==> src/rtl/reg_dump_reader.sv <==
// Walks every register address, samples the register file read port and streams {addr, data}
// beats over valid/ready. Optional trailing checksum beat when REG_DUMP_CHECKSUM_EN is defined.
module reg_dump_reader #(
    parameter int unsigned W = 8,
    parameter int unsigned D = 4
) (
    input  logic         Clk,
    input  logic         Reset,
    input  logic         Start,
    output logic         Busy,
    output logic         Done,
    output logic [D-1:0] RdAddr,
    input  logic [W-1:0] RdData,
    output logic         OutValid,
    input  logic         OutReady,
    output logic [D-1:0] OutAddr,
    output logic [W-1:0] OutData,
    output logic         OutLast
);

    localparam logic [D-1:0] LastAddr = {D{1'b1}};

    typedef enum logic [2:0] {
        StIdle,
        StRead,
        StSend,
        StDone
`ifdef REG_DUMP_CHECKSUM_EN
        , StSum
`endif
    } state_e;

    state_e       state_q, state_d;
    logic [D-1:0] cnt_q, cnt_d;
    logic [D-1:0] out_addr_q, out_addr_d;
    logic [W-1:0] out_data_q, out_data_d;
    logic         accept;
    logic         at_last;

`ifdef REG_DUMP_CHECKSUM_EN
    logic [W-1:0] sum_q, sum_d;
`endif

    assign accept  = OutValid & OutReady;
    assign at_last = (cnt_q == LastAddr);

    // State register
    always_ff @(posedge Clk) begin
        if (Reset) begin
            state_q <= StIdle;
        end else begin
            state_q <= state_d;
        end
    end

    // Next-state logic
    always_comb begin
        state_d = state_q;
        unique case (state_q)
            StIdle: begin
                if (Start) begin
                    state_d = StRead;
                end
            end
            StRead: state_d = StSend;
            StSend: begin
                if (accept) begin
                    if (!at_last) begin
                        state_d = StRead;
                    end else begin
`ifdef REG_DUMP_CHECKSUM_EN
                        state_d = StSum;
`else
                        state_d = StDone;
`endif
                    end
                end
            end
`ifdef REG_DUMP_CHECKSUM_EN
            StSum: begin
                if (accept) begin
                    state_d = StDone;
                end
            end
`endif
            StDone:  state_d = StIdle;
            default: state_d = StIdle;
        endcase
    end

    // Outputs decoded from state
    always_comb begin
        Busy     = 1'b1;
        Done     = 1'b0;
        OutValid = 1'b0;
        OutLast  = 1'b0;
        unique case (state_q)
            StIdle: Busy = 1'b0;
            StRead: ;
            StSend: begin
                OutValid = 1'b1;
`ifndef REG_DUMP_CHECKSUM_EN
                OutLast  = (out_addr_q == LastAddr);
`endif
            end
`ifdef REG_DUMP_CHECKSUM_EN
            StSum: begin
                OutValid = 1'b1;
                OutLast  = 1'b1;
            end
`endif
            StDone:  Done = 1'b1;
            default: Busy = 1'b0;
        endcase
    end

    // Datapath next-state: address counter, captured beat, optional running sum
    always_comb begin
        cnt_d      = cnt_q;
        out_addr_d = out_addr_q;
        out_data_d = out_data_q;
`ifdef REG_DUMP_CHECKSUM_EN
        sum_d      = sum_q;
`endif
        unique case (state_q)
            StIdle: begin
                if (Start) begin
                    cnt_d = '0;
`ifdef REG_DUMP_CHECKSUM_EN
                    sum_d = '0;
`endif
                end
            end
            StRead: begin
                out_addr_d = cnt_q;
                out_data_d = RdData;
            end
            StSend: begin
                if (accept) begin
`ifdef REG_DUMP_CHECKSUM_EN
                    sum_d = sum_q + out_data_q;
                    // Checksum beat reuses the final address; data becomes the full sum
                    if (at_last) begin
                        out_data_d = sum_q + out_data_q;
                    end
`endif
                    if (!at_last) begin
                        cnt_d = cnt_q + 1'b1;
                    end
                end
            end
`ifdef REG_DUMP_CHECKSUM_EN
            StSum: ;
`endif
            // Park the read address at 0 between dumps
            StDone:  cnt_d = '0;
            default: cnt_d = '0;
        endcase
    end

    always_ff @(posedge Clk) begin
        if (Reset) begin
            cnt_q      <= '0;
            out_addr_q <= '0;
            out_data_q <= '0;
`ifdef REG_DUMP_CHECKSUM_EN
            sum_q      <= '0;
`endif
        end else begin
            cnt_q      <= cnt_d;
            out_addr_q <= out_addr_d;
            out_data_q <= out_data_d;
`ifdef REG_DUMP_CHECKSUM_EN
            sum_q      <= sum_d;
`endif
        end
    end

    assign RdAddr  = cnt_q;
    assign OutAddr = out_addr_q;
    assign OutData = out_data_q;

endmodule

==> config.mk <==
export PLATFORM = sky130hd
export DESIGN_NAME = reg_dump_reader
export DESIGN_NICKNAME = d
export VERILOG_FILES = /design/src/rtl/reg_dump_reader.sv
export SDC_FILE = /design/constraint.sdc
export NUM_CORES = 1
export LEC_CHECK = 0
export ABC_CLOCK_PERIOD_IN_PS = 2250
export BUFFER_PORTS_ARGS = -buffer_cell sky130_fd_sc_hd__buf_2
export CELL_PAD_IN_SITES_DETAIL_PLACEMENT = 1
export CELL_PAD_IN_SITES_GLOBAL_PLACEMENT = 1
export CORE_AREA = 2 2 51 53
export DETAILED_ROUTE_END_ITERATION = 10
export DIE_AREA = 0 0 53 55
export PLACE_DENSITY = 0.82
export RECOVER_POWER = 100
export SLEW_MARGIN = 30
export SYNTH_ARGS = -nofsm -noshare
export SYNTH_HDL_FRONTEND = slang
export SYNTH_SLANG_ARGS = --single-unit
==> constraint.sdc <==
create_clock -name Clk -period 2.25 [get_ports Clk]
set_input_delay 0.225 -clock Clk [delete_from_list [all_inputs] [get_ports Clk]]
set_output_delay 0.225 -clock Clk [all_outputs]
set_load 0.02 [all_outputs]
==> After elaboration in Yosys (flattened, before gate mapping) <==
Index checks and enable logic that the tools add are counted.
{ "classes": {"addsub": 1, "eq_ne": 8, "muxes": 12, "bitwise_logic": 2, "n_reduce_logical": 4} }
{ "ops": {"columns": ["op", "n"], "rows": [
  ["4-bit 2-to-1 mux", 3],
  ["4-bit one-hot mux with 3 select lines", 1],
  ["3-bit one-hot mux with 3 select lines", 1],
  ["4-bit == test, second input constant", 2],
  ["3-bit by 2-bit == test with 1-bit output, second input constant", 2],
  ["3-bit 2-to-1 mux", 2],
  ["2-bit inequality test, second input constant", 3],
  ["4-bit by 1-bit adder with 4-bit output, second input constant", 1],
  ["1-bit 2-to-1 mux", 4],
  ["4-bit AND reduction", 1],
  ["3-bit by 1-bit == test with 1-bit output, second input constant", 1],
  ["3-bit logical NOT", 1],
  ["3-bit OR reduction", 1],
  ["2-bit 2-to-1 mux", 1],
  ["2-bit AND reduction", 1],
  ["1-bit bitwise AND", 1],
  ["1-bit NOT", 1]
]} }
{ "totals": {"regBits": 19, "in_bits": 12, "out_inout_bits": 20, "wordCells": 31} }

==> Longest topological paths before layout <==
Gate-level depths: netlist of run 1.
{ "depth": {"ltp_word": 5, "mapped_depth": 4, "mapped_depth_nobuf": 4} }

==> Least setup slack after synthesis of run 1 <==
No wires, ideal clock.
{ "synth_timing": {"kind": "register to output", "startpoint": "register state_q[1]", "endpoint": "output port OutLast", "arrival_ps": 1096, "t_required_ps": 2025, "path_slack_ps": 929, "path_stages_with_launch": 5, "path_buffers": 1, "cell_sequence": "dfxtp_1 > and2b_1 > buf_4 > nand3_1 > nor2_1"} }
{ "synth_between": {"elab_chain_len": 2} }
{ "synth_rtl": {"columns": ["item", "line", "rtl"], "rows": [
  ["start, declared", "33", "state_e state_q, state_d;"],
  ["start signal, assigned", "50", "state_q <= StIdle;"],
  ["start signal, assigned", "52", "state_q <= state_d;"],
  ["3-bit by 2-bit == test with 1-bit output", "97", "unique case (state_q)"],
  ["1-bit 2-to-1 mux", "97", null],
  ["end, declared", "18", "output logic OutLast"]
]} }
Every way passes these cells.

==> Worst setup path in the final report of run 1 <==
Ends and elaborated chain as after synthesis.

==> results of run 1 <==
[cells in the mapped netlist]
master      n
dfxtp_1    18
clkbuf_1    1
o221ai_1    1
nand4b_1    2
nand3b_1    1
and2b_1     1
or2_2       1
a31oi_1     1
nor3b_1     1
a211oi_2    1
o221ai_2    1
buf_4       2
o21ai_1     1
nand2b_1    3
buf_2       2
and3_1      2
a21oi_1    13
a211oi_1    1
o2111ai_1   1
ha_1        1
nor2b_1     2
nand3_1     5
mux2i_1     1
inv_1       3
nor2_1      2
nand2_1    29
o21ai_0     1
[final timing paths]
check             cells after the start                     from                 endpoint  slack (ps)
setup reg to reg                      4   RdAddr[0]$_SDFFE_PP0P_   RdAddr[1]$_SDFFE_PP0P_         660
hold / removal                        3                RdData[5]  OutData[5]$_SDFFE_PP0N_         160
setup / recovery                      4  state_q[1]$_SDFFE_PP0P_                  OutLast         440
hold reg to reg                       2  OutData[3]$_SDFFE_PP0N_  OutData[3]$_SDFFE_PP0N_         460
[final cells by class]
class / instances / area, um^2 / share of cell area [%]
Timing Repair Buffer: 31 / 130 / 13.6
Inverter: 3 / 11.3 / 1.18
Sequential cell: 18 / 360 / 37.6
Clock buffer: 4 / 36.3 / 3.79
Multi-Input combinational cell: 72 / 382 / 39.9
Tap cell: 30 / 37.5 / 3.92
[worst min-delay path, stage by stage]
cell	delay, ps
buf_2	100
nand2_1	50
a21oi_1	50
[metrics by stage]
stage | hold slack [ps] | util [%]
after floorplan | 361 | -
after global placement | 439 | 40.3
after detailed placement | 449 | 40.3
after CTS | 160 | 41.8
after global routing | 158 | 40.5
final | 164 | 40.5
[state kept, by name, indices dropped and copies added, names as in the netlist]
name / count
OutAddr: 4
OutData: 8
RdAddr: 4
state_q: 2
[layer usage]
metal	routed length (um)	vias to the layer above
met4	12	0
met5	0	-
met1	942	379
met3	139	2
li1	-	393
met2	1030	27
[logic make-up after synthesis]
logic type               after synthesis
AO/OA/AOI/OAI                         21
buffers and inverters                  8
AND/OR/NAND/NOR                       49
multiplexers                           1
adder cells (fa/ha/maj)                1
flip-flops                            18
[power by group]
| group | switching [W] | total, W | internal [W] |
|---|---|---|---|
| combinational | 0.0000564 | 0.0000828 | 0.0000264 |
| sequential | 0.00000944 | 0.000339 | 0.000330 |
| clock | 0.0000995 | 0.000198 | 0.0000986 |
| total | 0.000165 | 0.000620 | 0.000455 |
==> metrics, run 1 <==
status=completed; worst slew pin tran=841 ps; FF+latch count, synth=18; die height=55 um; fin worst setup slack=438 ps; row count=18; full die area=2920 um^2; PwrDens=648 nW/um^2; placed cell areas=952 um^2; Placed Instances=154; pre-CTS setup slack=750 ps; slowest CP cell=dfxtp_1; Req. time, crit path=2030 ps; Final HPWL DP=1530 um; CTS Buffer Depth=2; design area=957 um^2; Initial Util=33.3%; yosys warns=0; commonest non-fill, non-tap cell in the layout=nand2_1; largest family of logic cells by synthesized area=simple AND/OR/NAND/NOR gates; most frequent cells in the layout=29 x nand2_1, 20 x clkbuf_1, 18 x dfxtp_1; met3 usage in global routing=6.18%; Antenna Cells=0; vias=801; max-capacitance violation count=0; register area share after synthesis=45.7%; # setup viols final=0; Crit Path Class=reg2out; slew margin rel.=43.9%; Adder-Cell Fraction of Synth Area=1.59%; Synthesized Nets=111; VDD IR max=0.000439 V; Setup crit start kind=flip-flop; post-CTS sizing=0; IO Pins=32; Placer Congestion=0.800; DRC violations left=0; post-synthesis compound-gate area fraction=17.0%; Root Buffer=clkbuf_4; # H-tree levels=1; crit path buf inv count=1; setup_tns=0 ps; largest area contributor in the netlist=dfxtp_1; area share of and/or/nand/nor cells after synthesis=29.4%; CP Cell Sequence=and2b_1 -> nand3_1 -> nor2_1 -> clkbuf_1; clock-pin slew on the worst setup and hold paths=100 ps; die width=53 um; vias in the first global route=723; busiest grt layer=met2; delay-heaviest family, CP=simple AND/OR/NAND/NOR gates; CTS tree=yes; initial drt markers=8; Hold Buf Count CTS=0; Yosys cell types=27; Layout Skew=4.78 ps; RSZ-0062 raised after global routing=no; core box area=2360 um^2; top-area cell type share of the netlist area=45.7%; share of layout cells above drive strength 1=13.3%; min Tclk post-route=1810 ps; Syn Inst Count=98; Final Hold Vio Count=0; drt pass-1 iters=4; Hold Crit Class=in2reg; Antenna Nets Post-Route=0; maximum clock rate=0.552 GHz; DR vias/cell=5.07; Synth Area in XOR/XNOR=0%; part of the cycle the worst path needs=80.5%; drt total wl=2130 um; crit path DAT=1590 ps; dominant cells by area after synthesis=dfxtp_1 46%, nand2_1 14%, a21oi_1 8.3%; port bufs=31; mux contribution to synthesized area=1.27%; clk_lat worst skew=290 ps; Final Max Tran Viols=0; antenna violations before repair=0; first-pass GRT wire length=3280 um; Netlist Area Pre-Place=788 um^2; synthesis-to-layout area growth=21.4%; Crit. End Element=output port; NumNets Final=142; Pleak=0.364 nW; largest net degree at the start of global routing=20; met2 usage=27.7%; CTS sink cnt=18; average cell area after synthesis=8.04 um^2; post-DR wirelength/cell=13.5 um; peak per-stage delay on the critical path=480 ps; FILL cells=320; total grt overflow=0; met1 Usage GRT=18.7%; setup bufs post-CTS=0; GRT Overall Usage=16.1%; total power=0.000620 W; CTS Buf Count=3; CP max FO=10; Post-Layout Cell Count=158
No activity file was read; power rests on OpenSTA's default activity.
==> run 2: changes to the inputs <==
--- a/config.mk
+++ b/config.mk
@@ -5,14 +5,14 @@
 export SDC_FILE = /design/constraint.sdc
 export NUM_CORES = 1
 export LEC_CHECK = 0
-export ABC_CLOCK_PERIOD_IN_PS = 2250
+export ABC_CLOCK_PERIOD_IN_PS = 1800
 export BUFFER_PORTS_ARGS = -buffer_cell sky130_fd_sc_hd__buf_2
 export CELL_PAD_IN_SITES_DETAIL_PLACEMENT = 1
 export CELL_PAD_IN_SITES_GLOBAL_PLACEMENT = 1
-export CORE_AREA = 2 2 51 53
+export CORE_AREA = 2 2 53 55
 export DETAILED_ROUTE_END_ITERATION = 10
-export DIE_AREA = 0 0 53 55
-export PLACE_DENSITY = 0.82
+export DIE_AREA = 0 0 55 57
+export PLACE_DENSITY = 0.76
 export RECOVER_POWER = 100
 export SLEW_MARGIN = 30
 export SYNTH_ARGS = -nofsm -noshare
==> constraint.sdc (replaced) <==
create_clock -name Clk -period 1.8 [get_ports Clk]
set_input_delay 0.18 -clock Clk [delete_from_list [all_inputs] [get_ports Clk]]
set_output_delay 0.18 -clock Clk [all_outputs]
set_load 0.02 [all_outputs]
==> metrics, run 2 (synthesis results as in run 1) <==
RSZ-0062 raised after global routing=no; WHS Path Cells=3; post-CTS sizing=0; most frequent cells in the layout=29 x nand2_1, 19 x clkbuf_1, 18 x dfxtp_1; Final HPWL DP=1540 um; R2R depth=4; Layout Skew=4.63 ps; max-capacitance violation count=0; Req. time, crit path=1620 ps; maximum clock rate=0.607 GHz; VDD IR max=0.000307 V; drt pass-1 iters=4; reg2reg end=RdAddr[1]$_SDFFE_PP0P_; Finished Core Util=37.3%; design area=975 um^2; slowest CP cell=dfxtp_1; synthesis-to-layout area growth=23.7%; CTS Buffer Depth=2; top sig layer=met4; CTS sink cnt=18; crit path DAT=1470 ps; die height=57 um; row count=19; Crit. End Element=output port; die width=55 um; peak per-stage delay on the critical path=460 ps; # H-tree levels=1; # setup viols final=0; slew margin rel.=65.1%; DRT met1 WL=951 um; antenna violations before repair=0; end of the worst hold path=OutData[5]$_SDFFE_PP0N_; placed cell areas=968 um^2; PwrDens=802 nW/um^2; post-DR wirelength/cell=12.6 um; WL met2=938 um; Antenna Nets Post-Route=0; max reg flops=8; r2r setup slk=250 ps; drt total wl=2030 um; initial drt markers=8; Final Hold Vio Count=0; status=completed; worst slew pin tran=524 ps; first-pass GRT wire length=3400 um; delay-heaviest family, CP=simple AND/OR/NAND/NOR gates; share of layout cells above drive strength 1=15.4%; core box area=2620 um^2; min Tclk post-route=1650 ps; Pleak=0.379 nW; port bufs=31; Hold Crit Class=in2reg; Placer Congestion=0.851; vias in the first global route=734; crit path buf inv count=1; DR vias/cell=5.01; GRT Overall Usage=14.6%; worst hold start=RdData[5]; setup_tns=0 ps; CP Cell Sequence=and2b_1 -> nand3_1 -> nor2_1 -> buf_2; IO Pins=32; CTS Buf Count=3; Crit Path Class=reg2out; CTS tree=yes; commonest non-fill, non-tap cell in the layout=nand2_1; NumNets Final=144; reg-to-reg startpoint=RdAddr[0]$_SDFFE_PP0P_; largest net degree at the start of global routing=20; DRC violations left=0; Hold Buf Count CTS=0; part of the cycle the worst path needs=91.6%; Final Max Tran Viols=0; clk_lat worst skew=290 ps; setup bufs post-CTS=0; total grt overflow=0; met3 wire length=123 um; CP max FO=10; Setup crit start kind=flip-flop; vias=806; Antenna Cells=0; full die area=3140 um^2; clock-pin slew on the worst setup and hold paths=110 ps; Initial Util=30.1%; Root Buffer=clkbuf_4
-- run 2: cell count changes in the layout (fill, tap and decap cells not counted) --
cell / change
clkbuf_1: -1
buf_2: +1
buf_4: +2
-- run 2: final cells by class --
type / count / area, um^2
flip-flops and latches: 18 / 360
fillers: 357 / 1640
repair buffers: 33 / 146
inverters: 3 / 11.3
clock buffers: 4 / 36.3
well taps: 31 / 38.8
multi-input cells: 72 / 382
-- run 2: tightest hold or removal path, delay by kind of cell --
kind / cells / cell delay [ps]
and+or+nand+nor: 1 / 40
AOI/OAI and AO/OA: 1 / 50
buffers and inverters: 1 / 90
-- run 2: metal layers --
| layer | vias to the layer above | global-route usage (%) |
|---|---|---|
| li1 | 399 | - |
| met1 | 384 | 20.5 |
| met2 | 21 | 22.3 |
| met3 | 2 | 2.36 |
| met4 | 0 | 5.23 |
| met5 | - | 0 |
-- run 2: report_power, final --
| group | switching, W | total [W] | internal (W) |
|---|---|---|---|
| logic | 0.0000709 | 0.000108 | 0.0000373 |
| clock network | 0.000127 | 0.000250 | 0.000123 |
| registers | 0.0000111 | 0.000423 | 0.000412 |
-- run 2: worst max-delay path by stage --
stage | start | endpoint | slack (ps) | cells after the start
floorplan | RdAddr[0]$_SDFFE_PP0P_ | RdAddr[1]$_SDFFE_PP0P_ | 480 | 4
global placement | state_q[1]$_SDFFE_PP0P_ | OutLast | 490 | 4
detailed placement | RdAddr[0]$_SDFFE_PP0P_ | RdAddr[1]$_SDFFE_PP0P_ | 410 | 4
CTS | state_q[1]$_SDFFE_PP0P_ | OutLast | 130 | 4
global route | state_q[1]$_SDFFE_PP0P_ | OutLast | 20 | 4
finish | state_q[1]$_SDFFE_PP0P_ | OutLast | 150 | 4
-- run 2: metrics by stage --
stage | cells | hold slack (ps) | setup slack, ps | total power [W]
after global placement | 157 | 422 | 489 | 0.000544
after CTS | 161 | 108 | 127 | 0.000800
after global routing | 161 | 107 | 22.3 | 0.000822
final | 161 | 115 | 152 | 0.000781
after floorplan | 98 | 316 | 485 | 0.000505
after detailed placement | 157 | 429 | 412 | 0.000547
